===== src/rtl/alu_wide_seq_if.sv =====
// Request/response bundle between a requester and the wide ALU sequencer.
interface alu_wide_seq_if #(
    parameter int unsigned N     = 8,
    parameter int unsigned WORDS = 4
);
    localparam int unsigned W = N * WORDS;

    logic         req_valid;
    logic         req_ready;
    logic [1:0]   req_op;
    logic [W-1:0] req_a;
    logic [W-1:0] req_b;
    logic         req_cin;
    logic         resp_valid;
    logic         resp_ready;
    logic [W-1:0] result;
    logic         carry;
    logic         overflow;
    logic         sign;
    logic         zero;

    modport master (
        output req_valid, req_op, req_a, req_b, req_cin, resp_ready,
        input  req_ready, resp_valid, result, carry, overflow, sign, zero
    );

    modport slave (
        input  req_valid, req_op, req_a, req_b, req_cin, resp_ready,
        output req_ready, resp_valid, result, carry, overflow, sign, zero
    );
endinterface


===== src/rtl/alu_wide_seq.sv =====
// Multi-precision add/sub/compare built by stepping one narrow ALU across WORDS words,
// least-significant word first, with the carry chained through a register.

`ifndef ALU_ADD
`define ALU_ADD 2'd0
`endif

// Narrow ALU: 0=ADD, 1=SUB, 2=AND, 3=OR. Only ADD is used by the sequencer.
module alu #(
    parameter int unsigned N = 8
) (
    input  logic [N-1:0] a,
    input  logic [N-1:0] b,
    input  logic [1:0]   op,
    input  logic         cin,
    output logic [N-1:0] out,
    output logic         cout,
    output logic         overflow
);
    logic [N-1:0] bb;
    logic [N:0]   sum;

    // Adder with optional B inversion; logic ops report no carry/overflow.
    always_comb begin
        bb       = (op == 2'd1) ? ~b : b;
        sum      = {1'b0, a} + {1'b0, bb} + {{N{1'b0}}, cin};
        out      = sum[N-1:0];
        cout     = sum[N];
        overflow = (a[N-1] == bb[N-1]) && (sum[N-1] != a[N-1]);
        if (op == 2'd2) begin
            out      = a & b;
            cout     = 1'b0;
            overflow = 1'b0;
        end else if (op == 2'd3) begin
            out      = a | b;
            cout     = 1'b0;
            overflow = 1'b0;
        end
    end
endmodule

module alu_wide_seq #(
    parameter int unsigned N     = 8,
    parameter int unsigned WORDS = 4
) (
    input logic          clk,
    input logic          rst_n,
    alu_wide_seq_if.slave bus
);
    localparam int unsigned W    = N * WORDS;
    localparam int unsigned IdxW = (WORDS > 1) ? $clog2(WORDS) : 1;
    localparam logic [IdxW-1:0] IdxLast = IdxW'(WORDS - 1);

    localparam logic [1:0] OpAdd = 2'd0;
    localparam logic [1:0] OpSub = 2'd1;
    localparam logic [1:0] OpAdc = 2'd2;
    localparam logic [1:0] OpCmp = 2'd3;

    typedef enum logic [1:0] {StIdle, StRun, StDone} state_e;

    state_e          state_q, state_d;
    logic [IdxW-1:0] idx_q, idx_d;
    logic            cy_q, cy_d;
    logic [1:0]      op_q, op_d;
    logic [W-1:0]    a_q, a_d;
    logic [W-1:0]    b_q, b_d;
    logic [W-1:0]    work_q, work_d;
    logic [W-1:0]    result_q, result_d;
    logic            carry_q, carry_d;
    logic            ovf_q, ovf_d;
    logic            sign_q, sign_d;
    logic            zero_q, zero_d;

    logic [N-1:0]    alu_a, alu_b, alu_out;
    logic [1:0]      alu_op;
    logic            alu_cin, alu_cout, alu_ovf;

    alu #(.N(N)) u_alu (
        .a       (alu_a),
        .b       (alu_b),
        .op      (alu_op),
        .cin     (alu_cin),
        .out     (alu_out),
        .cout    (alu_cout),
        .overflow(alu_ovf)
    );

    // Next-state, datapath updates and ALU drive.
    always_comb begin
        state_d  = state_q;
        idx_d    = idx_q;
        cy_d     = cy_q;
        op_d     = op_q;
        a_d      = a_q;
        b_d      = b_q;
        work_d   = work_q;
        result_d = result_q;
        carry_d  = carry_q;
        ovf_d    = ovf_q;
        sign_d   = sign_q;
        zero_d   = zero_q;
        alu_a    = '0;
        alu_b    = '0;
        alu_op   = `ALU_ADD;
        alu_cin  = 1'b0;

        unique case (state_q)
            StIdle: begin
                if (bus.req_valid) begin
                    op_d   = bus.req_op;
                    a_d    = bus.req_a;
                    // Subtraction is A + ~B + 1, so invert B once at capture.
                    b_d    = (bus.req_op == OpSub || bus.req_op == OpCmp) ? ~bus.req_b
                                                                          : bus.req_b;
                    unique case (bus.req_op)
                        OpAdd:   cy_d = 1'b0;
                        OpAdc:   cy_d = bus.req_cin;
                        default: cy_d = 1'b1;
                    endcase
                    idx_d   = '0;
                    work_d  = '0;
                    state_d = StRun;
                end
            end
            StRun: begin
                alu_a   = a_q[idx_q*N +: N];
                alu_b   = b_q[idx_q*N +: N];
                alu_cin = cy_q;
                work_d[idx_q*N +: N] = alu_out;
                cy_d  = alu_cout;
                idx_d = idx_q + IdxW'(1);
                if (idx_q == IdxLast) begin
                    idx_d   = '0;
                    carry_d = alu_cout;
                    ovf_d   = alu_ovf;
                    sign_d  = work_d[W-1];
                    zero_d  = (work_d == '0);
                    // Compare only reports flags; the visible result is left alone.
                    if (op_q != OpCmp) result_d = work_d;
                    state_d = StDone;
                end
            end
            StDone: begin
                if (bus.resp_ready) state_d = StIdle;
            end
            default: state_d = StIdle;
        endcase
    end

    // State and datapath registers, cleared asynchronously.
    always_ff @(posedge clk or negedge rst_n) begin
        if (!rst_n) begin
            state_q  <= StIdle;
            idx_q    <= '0;
            cy_q     <= 1'b0;
            op_q     <= OpAdd;
            a_q      <= '0;
            b_q      <= '0;
            work_q   <= '0;
            result_q <= '0;
            carry_q  <= 1'b0;
            ovf_q    <= 1'b0;
            sign_q   <= 1'b0;
            zero_q   <= 1'b0;
        end else begin
            state_q  <= state_d;
            idx_q    <= idx_d;
            cy_q     <= cy_d;
            op_q     <= op_d;
            a_q      <= a_d;
            b_q      <= b_d;
            work_q   <= work_d;
            result_q <= result_d;
            carry_q  <= carry_d;
            ovf_q    <= ovf_d;
            sign_q   <= sign_d;
            zero_q   <= zero_d;
        end
    end

    assign bus.req_ready  = (state_q == StIdle);
    assign bus.resp_valid = (state_q == StDone);
    assign bus.result     = result_q;
    assign bus.carry      = carry_q;
    assign bus.overflow   = ovf_q;
    assign bus.sign       = sign_q;
    assign bus.zero       = zero_q;
endmodule


===== src/flat_wrapper.sv =====
// flat-port wrapper written by rule: the top's interface ports become plain ports
module alu_wide_seq_flat 
#(
    parameter int unsigned N     = 8,
    parameter int unsigned WORDS = 4
)
  (clk, rst_n, bus_req_valid, bus_req_op, bus_req_a, bus_req_b, bus_req_cin, bus_resp_ready, bus_req_ready, bus_resp_valid, bus_result, bus_carry, bus_overflow, bus_sign, bus_zero);
  alu_wide_seq_if #(.N(N), .WORDS(WORDS)) bus_i ();
  input logic clk;
  input logic rst_n;
  input wire logic [$bits(bus_i.req_valid)-1:0] bus_req_valid;
  input wire logic [$bits(bus_i.req_op)-1:0] bus_req_op;
  input wire logic [$bits(bus_i.req_a)-1:0] bus_req_a;
  input wire logic [$bits(bus_i.req_b)-1:0] bus_req_b;
  input wire logic [$bits(bus_i.req_cin)-1:0] bus_req_cin;
  input wire logic [$bits(bus_i.resp_ready)-1:0] bus_resp_ready;
  output wire logic [$bits(bus_i.req_ready)-1:0] bus_req_ready;
  output wire logic [$bits(bus_i.resp_valid)-1:0] bus_resp_valid;
  output wire logic [$bits(bus_i.result)-1:0] bus_result;
  output wire logic [$bits(bus_i.carry)-1:0] bus_carry;
  output wire logic [$bits(bus_i.overflow)-1:0] bus_overflow;
  output wire logic [$bits(bus_i.sign)-1:0] bus_sign;
  output wire logic [$bits(bus_i.zero)-1:0] bus_zero;
  assign bus_i.req_valid = bus_req_valid;
  assign bus_i.req_op = bus_req_op;
  assign bus_i.req_a = bus_req_a;
  assign bus_i.req_b = bus_req_b;
  assign bus_i.req_cin = bus_req_cin;
  assign bus_i.resp_ready = bus_resp_ready;
  assign bus_req_ready = bus_i.req_ready;
  assign bus_resp_valid = bus_i.resp_valid;
  assign bus_result = bus_i.result;
  assign bus_carry = bus_i.carry;
  assign bus_overflow = bus_i.overflow;
  assign bus_sign = bus_i.sign;
  assign bus_zero = bus_i.zero;
  alu_wide_seq #(.N(N), .WORDS(WORDS)) u_core (.clk(clk), .rst_n(rst_n), .bus(bus_i));
endmodule

===== config.mk =====
export PLATFORM = sky130hd
export DESIGN_NAME = alu_wide_seq_flat
export DESIGN_NICKNAME = d
export VERILOG_FILES = /design/src/rtl/alu_wide_seq_if.sv /design/src/rtl/alu_wide_seq.sv /design/src/flat_wrapper.sv
export SDC_FILE = /design/constraint.sdc
export NUM_CORES = 1
export LEC_CHECK = 0
export ABC_AREA = 1
export BUFFER_PORTS_ARGS = -buffer_cell sky130_fd_sc_hd__buf_2
export CAP_MARGIN = 30
export CORE_AREA = 2 2 123 125
export DETAILED_ROUTE_END_ITERATION = 16
export DIE_AREA = 0 0 125 127
export PLACE_DENSITY = 0.69
export SKIP_LAST_GASP = 1
export SLEW_MARGIN = 15
export SYNTH_ARGS = -nofsm -noshare
export SYNTH_HDL_FRONTEND = slang
export SYNTH_SLANG_ARGS = --single-unit
export TNS_END_PERCENT = 100

===== constraint.sdc =====
create_clock -name clk -period 4.23 [get_ports clk]
set_clock_uncertainty 0.15 [all_clocks]
set_input_delay 0.6345 -clock clk [delete_from_list [all_inputs] [get_ports clk]]
set_output_delay 0.6345 -clock clk [all_outputs]
set_load 0.01 [all_outputs]

=== Word level (Yosys, flattened, before mapping) ===
Cells that the tools add are included.

* Bitwise logic cells: 1
* Equality and inequality tests: 12
* Add/sub/neg operators: 4
* Reduce and logical (&&, ||, !) cells: 11
* Shifts and indexed selects: 4
* Muxes and demuxes: 17

{| class="wikitable"
|+ Operators by type and width
! kind !! number
|-
| $mux 32 || 2
|-
| $pmux 32 s2 || 1
|-
| $shiftx 32x6->8 || 2
|-
| $neg 5->34 || 1
|-
| $shift 8x34->32 const A || 1
|-
| $shiftx 8x34->32 || 1
|-
| $bwmux 32 || 1
|-
| $logic_not 32->1 || 1
|-
| $not 32->32 || 1
|-
| $mux 8 || 2
|-
| $mux 2 || 5
|-
| $add 8x8->9 || 1
|-
| $add 9x1->9 || 1
|-
| $eq 2x2->1 const B || 4
|-
| $ne 2x2->1 const B || 3
|-
| $pmux 2 s3 || 1
|-
| $reduce_and 2->1 || 3
|-
| $reduce_and 3->1 || 2
|-
| $eq 2x1->1 const B || 2
|-
| $logic_not 2->1 || 2
|-
| $pmux 1 s2 || 2
|-
| $pmux 2 s2 || 1
|-
| $add 2x1->2 const B || 1
|-
| $mux 1 || 2
|-
| other kinds (6) || 6
|}

* Output and inout bits: 38
* Bits in registers: 139
* Bits of input ports: 71
* Logic and storage cells: 61

=== Logic depth before layout (Yosys ltp) ===
Gate-level depths: netlist (run 1).

* Word-level depth: 7
* Gate-level depth with buffers: 23
* Depth with buffers taken out: 20

=== Modules after synthesis ===
A second synthesis (run 1) with hierarchy kept.

* Cells, all modules: 961
* Area total of the unflattened synthesis: 7468.4 sq um

{| class="wikitable"
|+ By module, submodules not included
! module !! times used !! cells an instance !! seq. area each (sq um) !! area each (sq um)
|-
| alu_wide_seq || 1 || 849 || 3478.3 || 6797.8
|-
| alu || 1 || 112 || 0.0 || 670.6
|}

=== Least setup slack after synthesis (run 1) ===
OpenSTA, ideal clock, no wires.

* Kind: register -> register
* From: register u_core.idx_q[1]
* To: register u_core.zero_q, in the netlist u_core.bus.zero
* Setup time: 0.065 ns
* Data arrival time: 3.102 ns
* Path buffers: 2
* Required time: 4.015 ns
* Stages on the path, launching flop included: 23
* Clock period less this slack: 3.316 ns
* Path slack: 0.914 ns
* Cells stage by stage: dfrtp_1 -> buf_4 -> clkinv_1 -> clkbuf_1 -> o21ai_0 -> o22ai_1 -> nand2_1 -> fa_1 -> inv_1 -> fa_1 -> inv_1 -> nor2_1 -> nand2_1 -> nand2_1 -> nor2_1 -> nand3_1 -> nor2_1 -> nand2_1 -> nor2_1 -> nand3_1 -> nor2_1 -> nand3_1 -> nand2_1

* Cells in the longest elaborated chain, start to end: 7
* Elaborated cells on any way between the ends: 13
* Classes of those cells: add/sub: 3; eq/ne: 1; shift: 4; mux: 3; reduce/logical: 2

{| class="wikitable"
|+ RTL lines
! item !! line !! source
|-
| from (decl) || alu_wide_seq.sv:62 || <nowiki>logic [IdxW-1:0] idx_q, idx_d;</nowiki>
|-
| from (signal assigned) || alu_wide_seq.sv:167 || <nowiki>idx_q <= idx_d;</nowiki>
|-
| $shiftx 32x6->8 (on tied branches) || alu_wide_seq.sv:126, alu_wide_seq.sv:127 ||
|-
| $mux 8 || alu_wide_seq.sv:107 || <nowiki>unique case (state_q)</nowiki>
|-
| $add 8x8->9 || alu_wide_seq.sv:26 || <nowiki>sum = {1'b0, a} + {1'b0, bb} + {{N{1'b0}}, cin};</nowiki>
|-
| $add 9x1->9 || alu_wide_seq.sv:26 ||
|-
| $shiftx 8x34->32 || alu_wide_seq.sv:129 || <nowiki>work_d[idx_q*N +: N] = alu_out;</nowiki>
|-
| $bwmux 32 || alu_wide_seq.sv:129 ||
|-
| $logic_not 32->1 || alu_wide_seq.sv:137 || <nowiki>zero_d = (work_d == '0);</nowiki>
|-
| to (signal assigned) || alu_wide_seq.sv:177 || <nowiki>zero_q <= zero_d;</nowiki>
|-
| to (decl) || alu_wide_seq.sv:72 || <nowiki>logic zero_q, zero_d;</nowiki>
|}

Several ways; a longest one is shown, not always the timed one.
A chain may end at the register's enable or synchronous reset.

=== Worst setup path in the final report (run 1) ===
* From: register u_core.idx_q[0]
* To: register u_core.zero_q, in the netlist u_core.bus.zero

Same word-level chain as after synthesis.

==> results by group, run 1 <==
Detailed routing
  • Via density: between 5 and 6
  • Post-DRT Antenna Nets: 0
  • Initial DRC Count: 378
  • DRT Pass-1 Iters: 6
  • DRC Markers: 0
  • Vias: between 5,000 and 6,000
  • WL per Instance: between 15 and 20 µm
  • DRT Wirelength: 17.65 mm

Yosys
  • Async set-reset flop share out of synthesis: 100.0%
  • Register area share after synthesis: between 40% and 50%
  • Synth Area per Inst: roughly 8 µm²
  • Yosys cell types: 32
  • Cell Area, Synth: roughly 7000 µm²
  • YS warnings: 0
  • Synth Instances: 884
  • Post-synthesis register bit count: about 140
  • Synthesized net count: 970
  • Synth Flop Type: dfrtp_1
  • Post-synth EDFFs: 0

Timing
  • Slew Viols, Final: 0
  • Worst slew pin tran: between 0.8 and 0.9 ns
  • Final Hold Fails: 0
  • Final setup vio count: 0
  • Setup ws final: approximately 0.7 ns
  • Max Freq: approximately 0.28 GHz
  • Max_slew headroom: between 40% and 50%
  • Setup_tns: 0 ns
  • Fin crit share: ~84%
  • RSZ-0062 raised after global routing: false
  • Final worst path period need: between 3 and 4 ns

Clock network
  • H-tree depth: 4
  • Worst-path clk slew: 0.06 ns
  • Worst-Skew Late Latency: ~0.43 ns
  • CTS resizes: 0
  • Buffers from clock root to sink, at most: 2
  • Num CTS Buffers: 17
  • Setup repair bufs after CTS: 0
  • CTS tree: yes
  • TritonCTS Sinks: approximately 140
  • CTS Hold Bufs: 0
  • CTS root buf: clkbuf_16

Critical path
  • Slowest CP cell: inv_1
  • Reg2reg end: u_core.bus.zero$_DFFE_PN0P_
  • Critical Path, Cell by Cell: inv_1 -> o21ai_0 -> o22ai_1 -> nand2_1 -> fa_1 -> inv_1 -> fa_1 -> nand3_1 -> o22ai_1 -> nor3_1 -> nand3_1 -> nor2_1 -> nand3_1 -> nor2_1 -> nand3_1 -> nand2_1
  • Critical Path Start: u_core.idx_q[0]$_DFFE_PN0P_
  • Critical path class: reg2reg
  • FF-to-FF path depth: 16
  • Crit path max fanout: 23
  • R2r startpoint: u_core.idx_q[0]$_DFFE_PN0P_
  • Slowest stage delay, CP: around 0.45 ns
  • Critical path launch point type: flip-flop
  • Worst setup EP type: flip-flop
  • Most used cell, CP: nand3_1
  • R2R Setup Slk: between 0.6 and 0.7 ns
  • Arrival time worst endpoint: ~3.8 ns
  • CP required: around 4.5 ns

Floorplanning
  • # IOs: 109
  • Rows: 44
  • Initial core utilization: just under 50%
  • Die footprint: 15,880 µm²
  • Die Span X: about 130 µm
  • Core area: ~14,000 µm²
  • Die outline height: 127 µm

Global routing
  • All-Layer GR Usage: between 20% and 30%
  • Remaining global-route overflow: 0
  • Largest net degree at the start of global routing: 101
  • Vias in the first global route: around 5,900
  • First-pass GRT wire length: around 29 mm
  • Initial antenna violation count: 0

Cells and area
  • ANT cells: 0
  • Share of layout cells above drive strength 1: between 15 and 20%
  • Multi-input logic area: approximately 3000 µm²
  • Filler instances: between 1,000 and 1,500
  • Number of standard cells in the final layout excluding fillers: 1,176
  • Area grow syn2layout: 18.37%
  • Non-Filler Cell Area, Final: 8263 µm²
  • Fin nets: 1,066
  • Register Area: approximately 3500 µm²

Placement
  • # placed instances: 1,144
  • Placement Cell Area: between 7000 and 8000 µm²
  • Port Buffers: about 110
  • Hpwl dp: between 10 and 15 mm
  • Routability-driven placement congestion ratio: roughly 0.9
  • Setup WS pre-CTS: around 0.70 ns

Pwr
  • PwrDens: 842.7 nW/µm²
  • Leak: 4.223 nW
  • Peak VDD IR: ~0.00036 V
  • Pwr Total: 0.006963 W

Run status
  • Status: completed

Run
  • Maxcap violations: 0

Hold path
  • Hold crit path type: in2async
-- area by class of cell --
cell class	count	share of cell area, %
sequential	139	42.10
clock inverter	11	1.454
multi-input combinational	641	37.39
clock buffer	20	5.648
tap	184	2.786
timing repair buffer	120	7.859
inverter	61	2.771
-- cell usage after synthesis (9+ instances only) --
cell type,instances,area [µm²]
ha_1,13,162.7
nor2_1,110,412.9
nand3_1,27,135.1
a21oi_1,22,110.1
buf_2,11,55.05
clkbuf_1,29,108.9
inv_1,55,206.5
nand2_1,279,1047
o21ai_0,103,515.5
nand4_1,10,62.56
xnor2_1,33,289.0
o22ai_1,12,75.07
dfrtp_1,139,3478
a31oi_1,9,56.30
-- sequential cells by signal, summed over array words and instances (netlist names) --
| signal | cells |
|---|---|
| u_core.bus.overflow | 1 |
| u_core.bus.result | 32 |
| u_core.b_q | 32 |
| u_core.cy_q | 1 |
| u_core.bus.carry | 1 |
| u_core.op_q | 2 |
| u_core.idx_q | 2 |
| u_core.state_q | 2 |
| u_core.work_q | 32 |
| u_core.a_q | 32 |
| u_core.bus.sign | 1 |
| u_core.bus.zero | 1 |
-- metal layers --
metal	global-route usage [%]	routed length, µm	part of all wire (%)	up-vias
met5	0	0	0	-
met4	8.758	399	2.3	0
met3	5.946	963	5.5	37
met2	37.82	8311	47	170
met1	30.42	7973	45	2761
li1	-	-	-	3025
-- cells by family after synthesis --
kind of cell	after synthesis	synth area share, %
AO/OA/AOI/OAI	161	12.74
adder cells (fa/ha/maj)	15	2.904
AND/OR/NAND/NOR	432	24.43
XOR/XNOR	33	4.141
flip-flops	139	49.83
buffers and inverters	104	5.951
-- worst max-delay path by stage --
stage                                              to  slack, ns  depth (start not counted)
after floorplan           u_core.bus.zero$_DFFE_PN0P_       0.91                         22
after detailed placement  u_core.bus.zero$_DFFE_PN0P_       0.70                         16
after global placement    u_core.bus.zero$_DFFE_PN0P_       0.78                         16
after global routing      u_core.bus.zero$_DFFE_PN0P_       0.21                         18
final                     u_core.bus.zero$_DFFE_PN0P_       0.68                         16
after CTS                 u_core.bus.zero$_DFFE_PN0P_       0.67                         16
-- where the power goes --
part	switching, W	internal, W
Sequential	0.000339	0.00192
Combinational	0.00216	0.00107
Clock	0.000571	0.000905
-- layout by cell type (no fill, tap or decap), drive strengths merged --
cell        n
nand3      27
nor2      113
clkinv      4
xnor2      33
a31oi       9
nand3b      1
o211ai      1
inv        60
nand2     279
o21bai      1
buf       120
ha         13
nand4      10
clkbuf     20
nor3        1
dfrtp     139
fa          2
or2         1
o31ai       2
o21ai     104
bufinv      2
clkinvlp    6
a22o        8
a21oi      23
o22ai      12
a21o        1
-- worst max-delay path: cells and delay by family (launching register included) --
kind,cells,cell delay [ns]
compound gates,3,0.50
fa+ha+maj,2,0.85
buf+inv,2,0.56
flops,1,0.37
simple gates,9,1.04
-- per-stage QoR --
| stage | hold WS [ns] | util, % |
|---|---|---|
| 6_report | 0.1382 | 57.29 |
| 2_1_floorplan | 0.1889 | - |
| 3_3_place_gp | 0.3028 | 53.08 |
| 3_5_place_dp | 0.3049 | 53.08 |
| 5_1_grt | 0.2136 | 57.29 |
| 4_1_cts | 0.1769 | 57.15 |
Power figures use the tool's default switching activity.
==> run 2, diff against run 1 <==
--- a/config.mk
+++ b/config.mk
@@ -11,7 +11,7 @@
 export CORE_AREA = 2 2 123 125
 export DETAILED_ROUTE_END_ITERATION = 16
 export DIE_AREA = 0 0 125 127
-export PLACE_DENSITY = 0.69
+export PLACE_DENSITY = 0.72
 export SKIP_LAST_GASP = 1
 export SLEW_MARGIN = 15
 export SYNTH_ARGS = -nofsm -noshare
==> constraint.sdc (replaced) <==
create_clock -name clk -period 3 [get_ports clk]
set_clock_uncertainty 0.15 [all_clocks]
set_input_delay 0.45 -clock clk [delete_from_list [all_inputs] [get_ports clk]]
set_output_delay 0.45 -clock clk [all_outputs]
set_load 0.01 [all_outputs]
==> run 2 against run 1 <==
First-iteration DRC count rose by 10%. Wire length rose by 4.7%. Sequential power rose by 42%. Design area rose by 6.2%. Highest routed layer unchanged. Total power rose by 55%. Critical path depth rose by 2. Critical path type unchanged.
==> results by group, run 2 (synthesized netlist as in run 1, its figures left out) <==
Timing
  • Slew Viols, Final: 0 (unchanged)
  • Max_slew headroom: 41.08% (-1.4 points)
  • Worst slew pin tran: 0.8838 ns (+0.02122 ns)
  • Max Freq: 0.3366 GHz (+19%)
  • Setup_tns: 0 ns (unchanged)
  • Final worst path period need: 2.971 ns (-0.5755 ns)
  • Fin crit share: 99.03% (+15 points)
  • WHS: 0.05086 ns (-0.08733 ns)
  • Final setup vio count: 0 (unchanged)
  • Setup ws final: 0.02902 ns (-0.6545 ns)
  • Final Hold Fails: 0 (unchanged)
  • RSZ-0062 raised after global routing: true

Pwr
  • Sequential share of power: 29.7% (-2.7 points)
  • Comb pwr share: 48.9% (+2.5 points)
  • Power Internal: 0.006200 W (+59%)
  • PwrDens: 1231 nW/µm² (+46%)
  • Clock power frac: 21.4% (+0.2 points)
  • Peak VDD IR: 0.0006390 V (+76%)
  • Leak: 4.473 nW (+5.9%)
  • Switching Power: 0.004598 W (+50%)
  • Switching share of power: 42.58% (-1.5 points)

Critical path
  • Crit path max-delay family: simple AND/OR/NAND/NOR gates
  • Reg2reg end: u_core.bus.zero$_DFFE_PN0P_
  • R2R Setup Slk: 0.03 ns (-0.65 ns)
  • CP required: 3.22 ns (-1.23 ns)
  • Slowest stage delay, CP: 0.47 ns (+0.02 ns)
  • Critical path class: reg2reg
  • Crit path max fanout: 5 (-78%)
  • FF-to-FF path depth: 18 (+2)
  • R2r startpoint: u_core.idx_q[0]$_DFFE_PN0P_
  • Worst setup EP type: flip-flop
  • WP buf/inv: 3 (+1)
  • Critical Path, Cell by Cell: buf_6 -> o21ai_2 -> o22ai_1 -> nand2_1 -> fa_2 -> inv_2 -> fa_2 -> inv_2 -> nor2_1 -> nor2_1 -> nand3_1 -> nor2_1 -> nand2_1 -> nor2_1 -> nand3_1 -> nor2_1 -> nand3_1 -> nand2_1
  • Slowest CP cell: fa_2
  • Critical path launch point type: flip-flop
  • Arrival time worst endpoint: 3.19 ns (-0.58 ns)
  • Most used cell, CP: nor2_1

Floorplanning
  • Initial core utilization: 48.40% (unchanged)
  • Die outline height: 127 µm (unchanged)
  • Die footprint: 15,880 µm² (unchanged)
  • Rows: 44 (unchanged)
  • Core area: 14,420 µm² (unchanged)
  • Die Span X: 125 µm (unchanged)
  • # IOs: 109 (unchanged)

Clock network
  • Num CTS Buffers: 17 (unchanged)
  • TritonCTS Sinks: 139 (unchanged)
  • Worst-Skew Late Latency: 0.42 ns (about the same)
  • Worst-path clk slew: 0.06 ns (about the same)
  • CTS root buf: clkbuf_16
  • H-tree depth: 4 (unchanged)
  • CTS tree: yes
  • Buffers from clock root to sink, at most: 2 (unchanged)

Hold path
  • Hold-critical path depth: 2
  • Hold Crit Start: bus_resp_ready
  • Hold crit path type: in2reg
  • Worst Hold End: u_core.state_q[1]$_DFFE_PN0P_

Placement
  • Hpwl dp: 13.26 mm (+5.7%)
  • Routability-driven placement congestion ratio: 0.9573 (+3.5%)
  • Port Buffers: 108 (unchanged)
  • Setup WS pre-CTS: -0.02477 ns (-0.7206 ns)

Detailed routing
  • Initial DRC Count: 416 (+10%)
  • DRT Wirelength: 18.48 mm (+4.7%)
  • Via density: 5.163 (+1.3%)
  • DRC Markers: 0 (unchanged)
  • Post-DRT Antenna Nets: 0 (unchanged)
  • DRT Pass-1 Iters: 5 (-1)
  • WL per Instance: 15.14 µm (+0.87%)
  • Vias: 6,304 (+5.2%)

Cells and area
  • Multi-input logic area: 3171 µm² (+2.6%)
  • Filler instances: 1,305 (-5.4%)
  • Area grow syn2layout: 25.69%
  • Commonest non-fill, non-tap cell in the layout: nand2_1
  • Fin nets: 1,110 (+4.1%)
  • ANT cells: 0 (unchanged)
  • Share of layout cells above drive strength 1: 22.66% (+6.2 points)
  • Register Area: 3481 µm² (about the same)
  • Commonest non-fill, non-tap cells in the layout: nand2_1, dfrtp_1, nor2_1, buf_2, o21ai_0

Run status
  • Status: completed

Global routing
  • All-Layer GR Usage: 23.99% (+0.68 points)
  • Largest net degree at the start of global routing: 101 (unchanged)
  • Vias in the first global route: 6,155 (+5.0%)
  • First-pass GRT wire length: 30.20 mm (+2.9%)
  • Remaining global-route overflow: 0 (unchanged)
  • Met1 Usage GRT: 30.35% (-0.067 points)
  • GR peak layer: met2
  • Met2 Use GR: 40.38% (+2.6 points)
  • Initial antenna violation count: 0 (unchanged)
  • Grt met3 use: 5.570% (-0.38 points)

Run
  • Maxcap violations: 0 (unchanged)
## run 2: how the worst max path moves through the flow
stage / startpoint / end / slack, ns / depth (start not counted)
final: u_core.idx_q[0]$_DFFE_PN0P_ / u_core.bus.zero$_DFFE_PN0P_ / 0.03 / 18
after global routing: u_core.idx_q[0]$_DFFE_PN0P_ / u_core.bus.zero$_DFFE_PN0P_ / -0.22 / 20
after CTS: u_core.idx_q[0]$_DFFE_PN0P_ / u_core.bus.zero$_DFFE_PN0P_ / 0.002 / 19
after detailed placement: u_core.idx_q[0]$_DFFE_PN0P_ / u_core.bus.zero$_DFFE_PN0P_ / -0.02 / 16
after global placement: u_core.idx_q[0]$_DFFE_PN0P_ / u_core.bus.zero$_DFFE_PN0P_ / -0.03 / 16
after floorplan: u_core.idx_q[0]$_DFFE_PN0P_ / u_core.bus.zero$_DFFE_PN0P_ / -0.04 / 22
## run 2: metrics by stage
| step | util [%] | cells | cell area (µm²) | power, W |
|---|---|---|---|---|
| 6_report | 60.83 | 1221 | 8773 | 0.01080 |
| 5_1_grt | 60.83 | 1221 | 8773 | 0.01161 |
| 4_1_cts | 60.08 | 1218 | 8666 | 0.01059 |
| 3_5_place_dp | 55.30 | 1183 | 7976 | 0.008172 |
| 3_3_place_gp | 55.30 | 1183 | 7976 | 0.008063 |
| 2_1_floorplan | - | 884 | 7012 | 0.006366 |
## run 2: what timing repair did
item                                    4_1_cts  5_1_grt
gates resized for setup                       4       36
buffers inserted                              2        3
hold endpoints to repair                     48        0
hold buffers                                  1        0
endpoints found under the setup margin        1       27
pin swaps                                     3       24
## run 2: power by group through the flow
stage	clock network [W]	registers, W	logic [W]
finish	0.00231	0.00321	0.00528
global route	0.00244	0.00330	0.00588
CTS	0.00234	0.00319	0.00505
detailed placement	0	0.00321	0.00496
global placement	0	0.00320	0.00486
floorplan	0	0.00314	0.00323
## run 2: final cells by class
class	count	share of cell area (%)
repair buffers	164	11.47
flip-flops and latches	139	39.67
well taps	184	2.624
inverters	61	2.667
multi-input cells	641	36.14
clock inverters	11	2.182
clock buffers	21	5.248
## run 2: worst register-to-register path: cells and delay by family (launching register included)
kind | cells | cell delay [ns]
adder cells (fa/ha/maj) | 2 | 0.83
AND/OR/NAND/NOR | 11 | 0.98
buffers and inverters | 3 | 0.30
AO/OA/AOI/OAI | 2 | 0.23
flip-flops | 1 | 0.42
## run 2: metal layers
metal | vias up | part of all wire [%]
met5 | - | 0
met4 | 0 | 2.2
met3 | 30 | 5.0
met2 | 197 | 48
met1 | 2960 | 44
li1 | 3117 | -
